## src/rtl/time_of_day_keeper.sv

```systemverilog
// Time-of-day keeper: tick prescaler, HH:MM:SS counter with wrap pulses, pausable load port.
// Optional alarm comparator enabled by defining TIME_OF_DAY_KEEPER_ALARM_EN.
module time_of_day_keeper #(
    parameter int TICKS_PER_SEC = 1
) (
    input  logic       clk,
    input  logic       reset,
    input  logic       tick_in,
    input  logic       run_en,
    input  logic       set_valid,
    input  logic [4:0] set_hours,
    input  logic [5:0] set_minutes,
    input  logic [5:0] set_seconds,
    output logic       set_ready,
    output logic       set_error,
    output logic [4:0] hours,
    output logic [5:0] minutes,
    output logic [5:0] seconds,
    output logic       sec_pulse,
    output logic       day_rollover,
    input  logic       alarm_arm,
    input  logic [4:0] alarm_hours,
    input  logic [5:0] alarm_minutes,
    output logic       alarm_hit
);

    typedef enum logic {
        PAUSED = 1'b0,
        RUN    = 1'b1
    } state_t;

    localparam logic [7:0] PRESCALE_MAX = 8'(TICKS_PER_SEC - 1);

    state_t     state;
    state_t     state_next;
    logic [7:0] prescaler;

    logic       count_tick;
    logic       advance;
    logic       sec_wrap;
    logic       min_wrap;
    logic       hr_wrap;
    logic [4:0] hours_next;
    logic [5:0] minutes_next;
    logic [5:0] seconds_next;
    logic       load_accept;
    logic       load_ok;
    logic       alarm_match;

    function automatic logic fields_in_range(input logic [4:0] h,
                                             input logic [5:0] m,
                                             input logic [5:0] s);
        return (h <= 5'd23) && (m <= 6'd59) && (s <= 6'd59);
    endfunction

    // State register
    always_ff @(posedge clk) begin
        if (reset) begin
            state <= PAUSED;
        end else begin
            state <= state_next;
        end
    end

    // Next-state logic: registered state simply follows run_en
    always_comb begin
        state_next = state;
        case (state)
            PAUSED:  if (run_en)  state_next = RUN;
            RUN:     if (!run_en) state_next = PAUSED;
            default: state_next = PAUSED;
        endcase
    end

    // Output logic: loads are only accepted while paused
    always_comb begin
        set_ready = 1'b0;
        case (state)
            PAUSED:  set_ready = 1'b1;
            RUN:     set_ready = 1'b0;
            default: set_ready = 1'b0;
        endcase
    end

    always_comb begin
        count_tick = (state == RUN) && tick_in;
        advance    = count_tick && (prescaler == PRESCALE_MAX);
        load_accept = set_valid && set_ready;
        load_ok     = fields_in_range(set_hours, set_minutes, set_seconds);
    end

    // Carry chain for a one-second advance; all wraps ripple in one cycle
    always_comb begin
        sec_wrap     = (seconds == 6'd59);
        min_wrap     = sec_wrap && (minutes == 6'd59);
        hr_wrap      = min_wrap && (hours == 5'd23);
        seconds_next = sec_wrap ? 6'd0 : seconds + 6'd1;
        minutes_next = minutes;
        hours_next   = hours;
        if (sec_wrap) begin
            minutes_next = (minutes == 6'd59) ? 6'd0 : minutes + 6'd1;
        end
        if (min_wrap) begin
            hours_next = (hours == 5'd23) ? 5'd0 : hours + 5'd1;
        end
    end

`ifdef TIME_OF_DAY_KEEPER_ALARM_EN
    always_comb begin
        alarm_match = alarm_arm && advance &&
                      (hours_next == alarm_hours) &&
                      (minutes_next == alarm_minutes) &&
                      (seconds_next == 6'd0);
    end
`else
    logic alarm_unused;
    assign alarm_unused = ^{alarm_arm, alarm_hours, alarm_minutes};
    assign alarm_match  = 1'b0;
`endif

    // Prescaler and time registers
    always_ff @(posedge clk) begin
        if (reset) begin
            prescaler <= 8'd0;
            hours     <= 5'd0;
            minutes   <= 6'd0;
            seconds   <= 6'd0;
        end else if (load_accept) begin
            if (load_ok) begin
                prescaler <= 8'd0;
                hours     <= set_hours;
                minutes   <= set_minutes;
                seconds   <= set_seconds;
            end
        end else if (count_tick) begin
            if (advance) begin
                prescaler <= 8'd0;
                hours     <= hours_next;
                minutes   <= minutes_next;
                seconds   <= seconds_next;
            end else begin
                prescaler <= prescaler + 8'd1;
            end
        end
    end

    // Single-cycle status pulses, registered alongside the time update
    always_ff @(posedge clk) begin
        if (reset) begin
            set_error    <= 1'b0;
            sec_pulse    <= 1'b0;
            day_rollover <= 1'b0;
            alarm_hit    <= 1'b0;
        end else begin
            set_error    <= load_accept && !load_ok;
            sec_pulse    <= advance;
            day_rollover <= advance && hr_wrap;
            alarm_hit    <= alarm_match;
        end
    end

endmodule

```

## config.mk

```make
export PLATFORM = sky130hd
export DESIGN_NAME = time_of_day_keeper
export DESIGN_NICKNAME = d
export VERILOG_FILES = /design/src/rtl/time_of_day_keeper.sv
export SDC_FILE = /design/constraint.sdc
export NUM_CORES = 1
export LEC_CHECK = 0
export CORE_ASPECT_RATIO = 1.1
export CORE_MARGIN = 3
export CORE_UTILIZATION = 42
export CTS_BUF_LIST = sky130_fd_sc_hd__clkbuf_16
export DETAILED_ROUTE_END_ITERATION = 10
export MAX_ROUTING_LAYER = met4
export PLACE_DENSITY = 0.76
export SLEW_MARGIN = 15
export SYNTH_ARGS = -nofsm -noshare
export SYNTH_HDL_FRONTEND = slang
export SYNTH_SLANG_ARGS = --single-unit
export TNS_END_PERCENT = 1
```

## constraint.sdc

```tcl
create_clock -name clk -period 2.01 [get_ports clk]
set_clock_uncertainty 0.05 [all_clocks]
set_input_delay 0.201 -clock clk [delete_from_list [all_inputs] [get_ports clk]]
set_output_delay 0.201 -clock clk [all_outputs]
set_load 0.05 [all_outputs]
```

---- Word-level counts from Yosys, hierarchy flattened ----
Index checks and enable logic that the tools add are counted.
word-level totals
  memories ................................ 0
  output and inout bits ................... 22
  RAM bits ................................ 0
  bits of input ports ..................... 34
  word-level logic and storage cells ...... 62
  ROM bits ................................ 0
  bits in latches ......................... 0
  bits in registers ....................... 29
operators by class
  order comparisons ....................... 3
  multipliers ............................. 0
  shifts and indexed selects .............. 0
  add/subtract/negate cells ............... 4
  reduce and logical (&&, ||, !) cells .... 19
  divide/modulo/power cells ............... 0
  eq/ne operators ......................... 4
  bitwise logic cells ..................... 1
  muxes and demuxes ....................... 23
operator list
  kind                                                                      number
  6-bit 2-to-1 mux                                                          11
  8-bit 2-to-1 mux                                                          4
  5-bit 2-to-1 mux                                                          6
  6-bit by 1-bit adder with 6-bit output (second input constant)            2
  6-bit == test (second input constant)                                     2
  6-bit <= comparator (second input constant)                               2
  1-bit logical AND                                                         9
  8-bit by 1-bit adder with 8-bit output (second input constant)            1
  8-bit zero test                                                           1
  4-bit AND reduction                                                       2
  2-bit nonzero test                                                        4
  5-bit by 1-bit adder with 5-bit output (second input constant)            1
  5-bit == test (second input constant)                                     1
  5-bit <= comparator (second input constant)                               1
  3-bit AND reduction                                                       1
  2-bit by 1-bit inequality test with 1-bit output (second input constant)  1
  1-bit one-hot mux with 2 select lines                                     1
  2-bit AND reduction                                                       1
  1-bit zero test                                                           1
  1-bit 2-to-1 mux                                                          1
  1-bit inverter                                                            1

---- Logic depth before layout (Yosys ltp) ----
Gate-level depths: netlist of run 1.
  depth after elaboration ................. 6
  gate-level depth with buffers ........... 8
  mapped depth without buffers ............ 6

---- Worst setup path before layout of run 1 ----
Ideal clock, no wire load.
  kind .................................... reg-to-reg
  start ................................... register seconds[0]
  end ..................................... register minutes[0]
  path buffers ............................ 0
  cell stages (with the launch flop) ...... 6
  setup time .............................. 0.121 ns
  period minus slack after synthesis ...... 2.129 ns
  data arrival time ....................... 1.958 ns
  required time ........................... 1.839 ns
  path slack .............................. -0.119 ns
  cells stage by stage .................... dfxtp_1 > ha_1 > nand4_1 > nor3_1 > o22ai_1 > mux2_2
on the way
  word-level cells in the longest chain between the ends .. 3
ends and longest elaborated chain
  what                                  RTL line  RTL
  from (decl)                           18        output logic [5:0] seconds,
  from (signal assigned)                133       seconds <= set_seconds;
  from (signal assigned)                140       seconds <= seconds_next;
  6-bit == test                         94        sec_wrap = (seconds == 6'd59);
  2-bit nonzero test (no source line)   -
  4-bit AND reduction (no source line)  -
  to (signal assigned)                  132       minutes <= set_minutes;
  to (signal assigned)                  139       minutes <= minutes_next;
  to (decl)                             17        output logic [5:0] minutes,
No other way between the ends.
A chain may end at the register's enable or synchronous reset.

---- Worst setup path after layout of run 1 ----
  start ................................... register minutes[3]
  end ..................................... output port minutes[3]
No word-level cell between the ends.

==> run metrics, run 1 <==
ANT cells 0; I/O pins 56; TritonCTS Buffers 5; outcome completed; Worst VDD drop 457 µV; Via density 5.86; post-route worst setup slack 0.136 ns; WP data arrival 1.62 ns; initial DRC count 110; post-CTS setup repair buffer count 0; Die W roughly 70 µm; final core utilization 62.3%; Netlist Area Pre-Place about 0.0018 mm²; CTS tree built; pre-CTS worst setup slack -0.0322 ns; Pwr Total between 1.5 and 2 mW; Psw 0.470 mW; met1 WL roughly 2100 µm; top sig layer met4; Die ar. 0.00511 mm²; min Tclk post-route approximately 1.9 ns; count of state elements after synthesis 29; first-pass GRT wire length approximately 7800 µm; Core Area 0.00405 mm²; final antenna-violating net count 0; relative slew slack between 60% and 70%; vias post-DR 1916; Initial Utilization between 40% and 50%; # hold bufs at CTS 0; Crit path depth 1; Slew Viols, Final 0; Fillers about 380; critical path buffer and inverter count 1; FFs w/ async S/R, synth 0%; met2 WL between 2000 and 2500 µm; CP max FO 9; sequential area share after synthesis 32.2%; layout cells sized above 1 between 10% and 20%; htree depth 2; DIE HEIGHT ~75 µm; Worst-Skew Late Latency between 0.2 and 0.3 ns; Sequential Power Share 37.9%; r2r worst-path depth 6; Power Dens Cells 662 mW/mm²; Worst Path Required around 1.8 ns; dpl cells 320; final cell count without fillers 327; Final Cycle Share slightly above 90%; cell depth of the worst hold path 2; logic gate share of total power 21.7%; switching share of power between 20 and 30%; site row count 24; Pleak 0.965 nW; CP peak stage delay between 0.8 and 0.9 ns; Crit Path Category reg2out; routed wire length ~4800 µm; met3 WL post-DR approximately 240 µm; Crit-path slowest cell clkdlybuf4s50_1; max frequency approximately 530 MHz; Avg Cell Area, Syn between 8 and 9 µm²; nets around 310; GRT Util Overall a little over a fifth; synth-to-layout area growth 40.2%; routed length per instance ~15 µm; router iterations before antenna repair 4; clock share of power around two fifths; Top FF cell, synth dfxtp_1; total clock sinks 29; Syn Inst Count approximately 220; clock-pin slew on the worst setup and hold paths approximately 0.050 ns; crit start category register; maxcap violations 0; Synth cell types 55; most common cell after layout, fill and taps aside clkdlybuf4s50_1; GPL Wtd Cong 0.839; Root Buffer Master clkbuf_16; Post-synth EDFFs 0; Setup Viol. Count Final 0; Least-Margin Pin Slew 0.507 ns; post-CTS resize count 0; largest net degree at the start of global routing 18; most frequent cells in the layout clkdlybuf4s50_1, dfxtp_1, nand2_1, buf_4, nand3_1; unrepaired setup endpoints after global routing false; DP Area approximately 0.0024 mm²; DRC viols 0; cell area after layout approximately 0.0025 mm²; Crit. End Element output port; Crit path max-delay family buffers and inverters; aggregate global routing overflow 0; internal power ~1.2 mW; final hold slack ~0.43 ns; Port Buffer Count between 40 and 50; worst-path cell chain clkdlybuf4s50_1; setup_tns 0 ns; hpwl dp roughly 3600 µm; count of final hold-check violations 0; Syn Nets around 260; number of antenna violations at the first check in global routing 0; Hold WC Path Type in2reg; vias in the first global route between 1500 and 2000; CTS max path bufs 2; Syn. warnings 0
## metal layers
metal / global-route usage [%] / vias up
met3: 5.82 / 8
met4: 7.95 / 0
met1: 25.2 / 907
met2: 33.2 / 55
li1: - / 946
met5: - / -
## power by group through the flow
stage	registers (mW)	logic [mW]	clock network, mW
after floorplan	0.712	0.144	0
after detailed placement	0.643	0.362	0
final	0.634	0.363	0.674
after global placement	0.643	0.360	0
after global routing	0.636	0.392	0.717
after CTS	0.633	0.364	0.689
## state kept, by name (all words and copies together), names as in the netlist
name / cells
hours: 5
prescaler: 8
seconds: 6
state: 1
day_rollover: 1
set_error: 1
sec_pulse: 1
minutes: 6
## cell families (layout without fill, tap and decap cells)
logic type               after synthesis  after routing  synth area share, %
other                                  1              1                0.208
AND/OR/NAND/NOR                       88             88                 27.0
buffers and inverters                 22             79                 5.56
adder cells (fa/ha/maj)                5              5                 3.47
XOR/XNOR                               2              2                0.973
flip-flops                            29             29                 32.2
multiplexers                          11             11                 6.32
AO/OA/AOI/OAI                         60             60                 24.3
## cell usage after synthesis (3+ instances only)
cell type / number / area share, %
nand4b_1: 3 / 1.5
or3_1: 6 / 2.1
o21ai_0: 7 / 1.9
dfxtp_1: 29 / 32
inv_1: 8 / 1.7
a31oi_1: 5 / 1.7
nor2_1: 9 / 1.9
a311oi_1: 3 / 1.5
clkbuf_1: 6 / 1.3
nor3_1: 5 / 1.4
mux2_2: 3 / 1.9
nand2_1: 22 / 4.6
nand4_1: 6 / 2.1
a211oi_1: 3 / 1.3
and3_1: 3 / 1.0
nor2b_1: 4 / 1.4
ha_1: 5 / 3.5
mux2i_1: 8 / 4.4
nand3_1: 14 / 3.9
o211ai_1: 4 / 1.7
a21oi_1: 12 / 3.3
and2_1: 4 / 1.4
buf_2: 5 / 1.4
## worst register-to-register path: stages, from the launching register on
cell     delay, ns
dfxtp_2       0.37
ha_1          0.25
nand4_1       0.23
nor3_1        0.27
o22ai_1       0.13
buf_4         0.17
mux2_2        0.26
## worst paths after layout
kind	startpoint	to	slack, ns
worst max-delay path	minutes[3]$_SDFFE_PP0P_	minutes[3]	0.14
worst min-delay path	run_en	state$_SDFF_PP0_	0.43
worst max register to register	seconds[1]$_SDFFE_PP0P_	minutes[0]$_SDFFE_PP0P_	0.17
worst min register to register	minutes[1]$_SDFFE_PP0P_	minutes[1]$_SDFFE_PP0P_	0.45
## area by class of cell
type                       count  area (µm²)  share of cell area, %
sequential                    29         583                   23.1
timing repair buffer          64         586                   23.2
multi-input combinational    167        1130                   44.7
inverter                       8        30.0                   1.19
clock buffer                   5         125                   4.96
clock inverter                 2        7.51                  0.297
tap                           52        65.1                   2.58
No activity file was read; power rests on OpenSTA's default activity.
==> inputs of run 2 (changes only) <==
Settings changed: TNS_END_PERCENT 1 to 30.
==> results of run 2 <==
Final layout, timing and power as in run 1 (identical DEF).
==> inputs of run 3 (changes only) <==
Settings changed: CORE_MARGIN 3 to not set.
==> run metrics, run 3 (synthesis results as in run 1) <==
outcome completed (unchanged); Worst Path Required 2.14 ns (was 1.76 ns); router iterations before antenna repair 4 (unchanged); total clock sinks 29 (unchanged); CP peak stage delay 0.51 ns (was 0.86 ns); hpwl dp 3370 µm (was 3570 µm); clock-pin slew on the worst setup and hold paths 0.05 ns (about the same); Via density 5.86 (about the same); Hold WC Path Type in2reg (unchanged); CTS max path bufs 2 (unchanged); synth-to-layout area growth 38.9% (was 40.2%); crit start category register (unchanged); DRC viols 0 (unchanged); nets 312 (was 314); Pwr Total 1.66 mW (was 1.67 mW); Register Area 583 µm² (unchanged); first-pass GRT wire length 7570 µm (was 7820 µm); most common cell after layout, fill and taps aside clkdlybuf4s50_1 (unchanged); pre-CTS worst setup slack -0.00193 ns (was -0.0322 ns); htree depth 2 (unchanged); routed wire length 4490 µm (was 4770 µm); Setup Viol. Count Final 0 (unchanged); routed length per instance 13.8 µm (was 14.6 µm); post-route worst setup slack 0.156 ns (was 0.136 ns); post-CTS resize count 0 (unchanged); final hold slack 0.435 ns (was 0.429 ns); Crit Path Category reg2reg (was reg2out); Worst-Skew Late Latency 0.27 ns (was 0.28 ns); DP Area 0.00237 mm² (was 0.00238 mm²); Slew Viols, Final 0 (unchanged); Final Cycle Share 92.3% (was 93.2%); initial DRC count 140 (was 110); number of antenna violations at the first check in global routing 0 (unchanged); dpl cells 318 (was 320); Biggest register prescaler (unchanged); critical path buffer and inverter count 0 (was 1); TritonCTS Buffers 5 (unchanged); largest net degree at the start of global routing 19 (was 18); Port Buffer Count 42 (unchanged); cell area after layout 0.00250 mm² (was 0.00252 mm²); Top Registers prescaler x8, minutes x6, seconds x6 (unchanged); setup_tns 0 ns (unchanged); post-CTS setup repair buffer count 0 (unchanged); maxcap violations 0 (unchanged); Crit. End Element register (was output port); # hold bufs at CTS 0 (unchanged); Crit path max-delay family simple AND/OR/NAND/NOR gates (was buffers and inverters); final cell count without fillers 325 (was 327); DIE HEIGHT 70.7 µm (was 74.7 µm); Die ar. 0.00455 mm² (was 0.00511 mm²); Pleak 0.943 nW (was 0.965 nW); CP max FO 7 (was 9); aggregate global routing overflow 0 (unchanged); site row count 24 (unchanged); Core Area 0.00402 mm² (was 0.00405 mm²); vias post-DR 1903 (was 1916); final core utilization 62.2% (was 62.3%); Worst VDD drop 325 µV (was 457 µV); GPL Wtd Cong 0.860 (was 0.839); layout cells sized above 1 13.6% (was 14.2%); max frequency 539 MHz (was 534 MHz); I/O pins 56 (unchanged); min Tclk post-route 1.85 ns (was 1.87 ns); multi-input logic area 0.00112 mm² (was 0.00113 mm²); vias in the first global route 1681 (was 1752); count of final hold-check violations 0 (unchanged); Root Buffer Master clkbuf_16 (unchanged); max reg flops 8 (unchanged); ANT cells 0 (unchanged); most frequent cells in the layout clkdlybuf4s50_1, dfxtp_1, nand2_1, buf_4, nand3_1 (unchanged); Fillers 379 (was 381); Die W 64.4 µm (was 68.4 µm); Least-Margin Pin Slew 0.508 ns (was 0.507 ns); Crit-path slowest cell or4_4 (was clkdlybuf4s50_1); relative slew slack 66.1% (about the same); worst-path cell chain ha_1 > and2_1 > and2_4 > or4_4 > a311oi_2 (was clkdlybuf4s50_1); unrepaired setup endpoints after global routing false (unchanged); Power Dens Cells 665 mW/mm² (was 662 mW/mm²); final antenna-violating net count 0 (unchanged); GRT Util Overall 21.7% (was 21.0%); CTS tree built (unchanged); WP data arrival 1.99 ns (was 1.62 ns); Initial Utilization 44.7% (was 44.4%)
-- run 3: cell count changes in the layout (fill, tap and decap cells not counted), sizes merged --
| cell | change |
|---|---|
| buf | -2 |
-- run 3: cell type report --
| class | instances | share of cell area [%] |
|---|---|---|
| inverters | 8 | 1.20 |
| clock buffers | 5 | 5.00 |
| repair buffers | 62 | 22.8 |
| multi-input cells | 167 | 44.8 |
| well taps | 52 | 2.60 |
| flip-flops and latches | 29 | 23.3 |
| clock inverters | 2 | 0.300 |
-- run 3: power by group --
group | leakage, nW | internal [mW] | switching (mW)
clock network | 0.0685 | 0.440 | 0.229
registers | 0.237 | 0.601 | 0.0327
logic | 0.638 | 0.160 | 0.200
-- run 3: per-layer routing --
layer,routed length [µm],vias to the layer above,track usage (%)
met5,0,-,-
li1,-,942,-
met1,2070,889,27.9
met4,111,0,10.4
met2,2060,59,31.9
met3,257,13,4.84
-- run 3: worst reg2reg max path, cell delays in order, from the launching register on --
cell,delay [ns]
dfxtp_1,0.34
ha_1,0.26
and2_1,0.21
and2_4,0.17
or4_4,0.51
a311oi_2,0.23
-- run 3: final timing paths --
kind / from / end / slack, ns / cells after the start
min reg2reg: minutes[1]$_SDFFE_PP0P_ / minutes[1]$_SDFFE_PP0P_ / 0.46 / 2
min: run_en / state$_SDFF_PP0_ / 0.44 / 2
max: minutes[0]$_SDFFE_PP0P_ / minutes[5]$_SDFFE_PP0P_ / 0.16 / 5
max reg2reg: minutes[0]$_SDFFE_PP0P_ / minutes[5]$_SDFFE_PP0P_ / 0.16 / 5
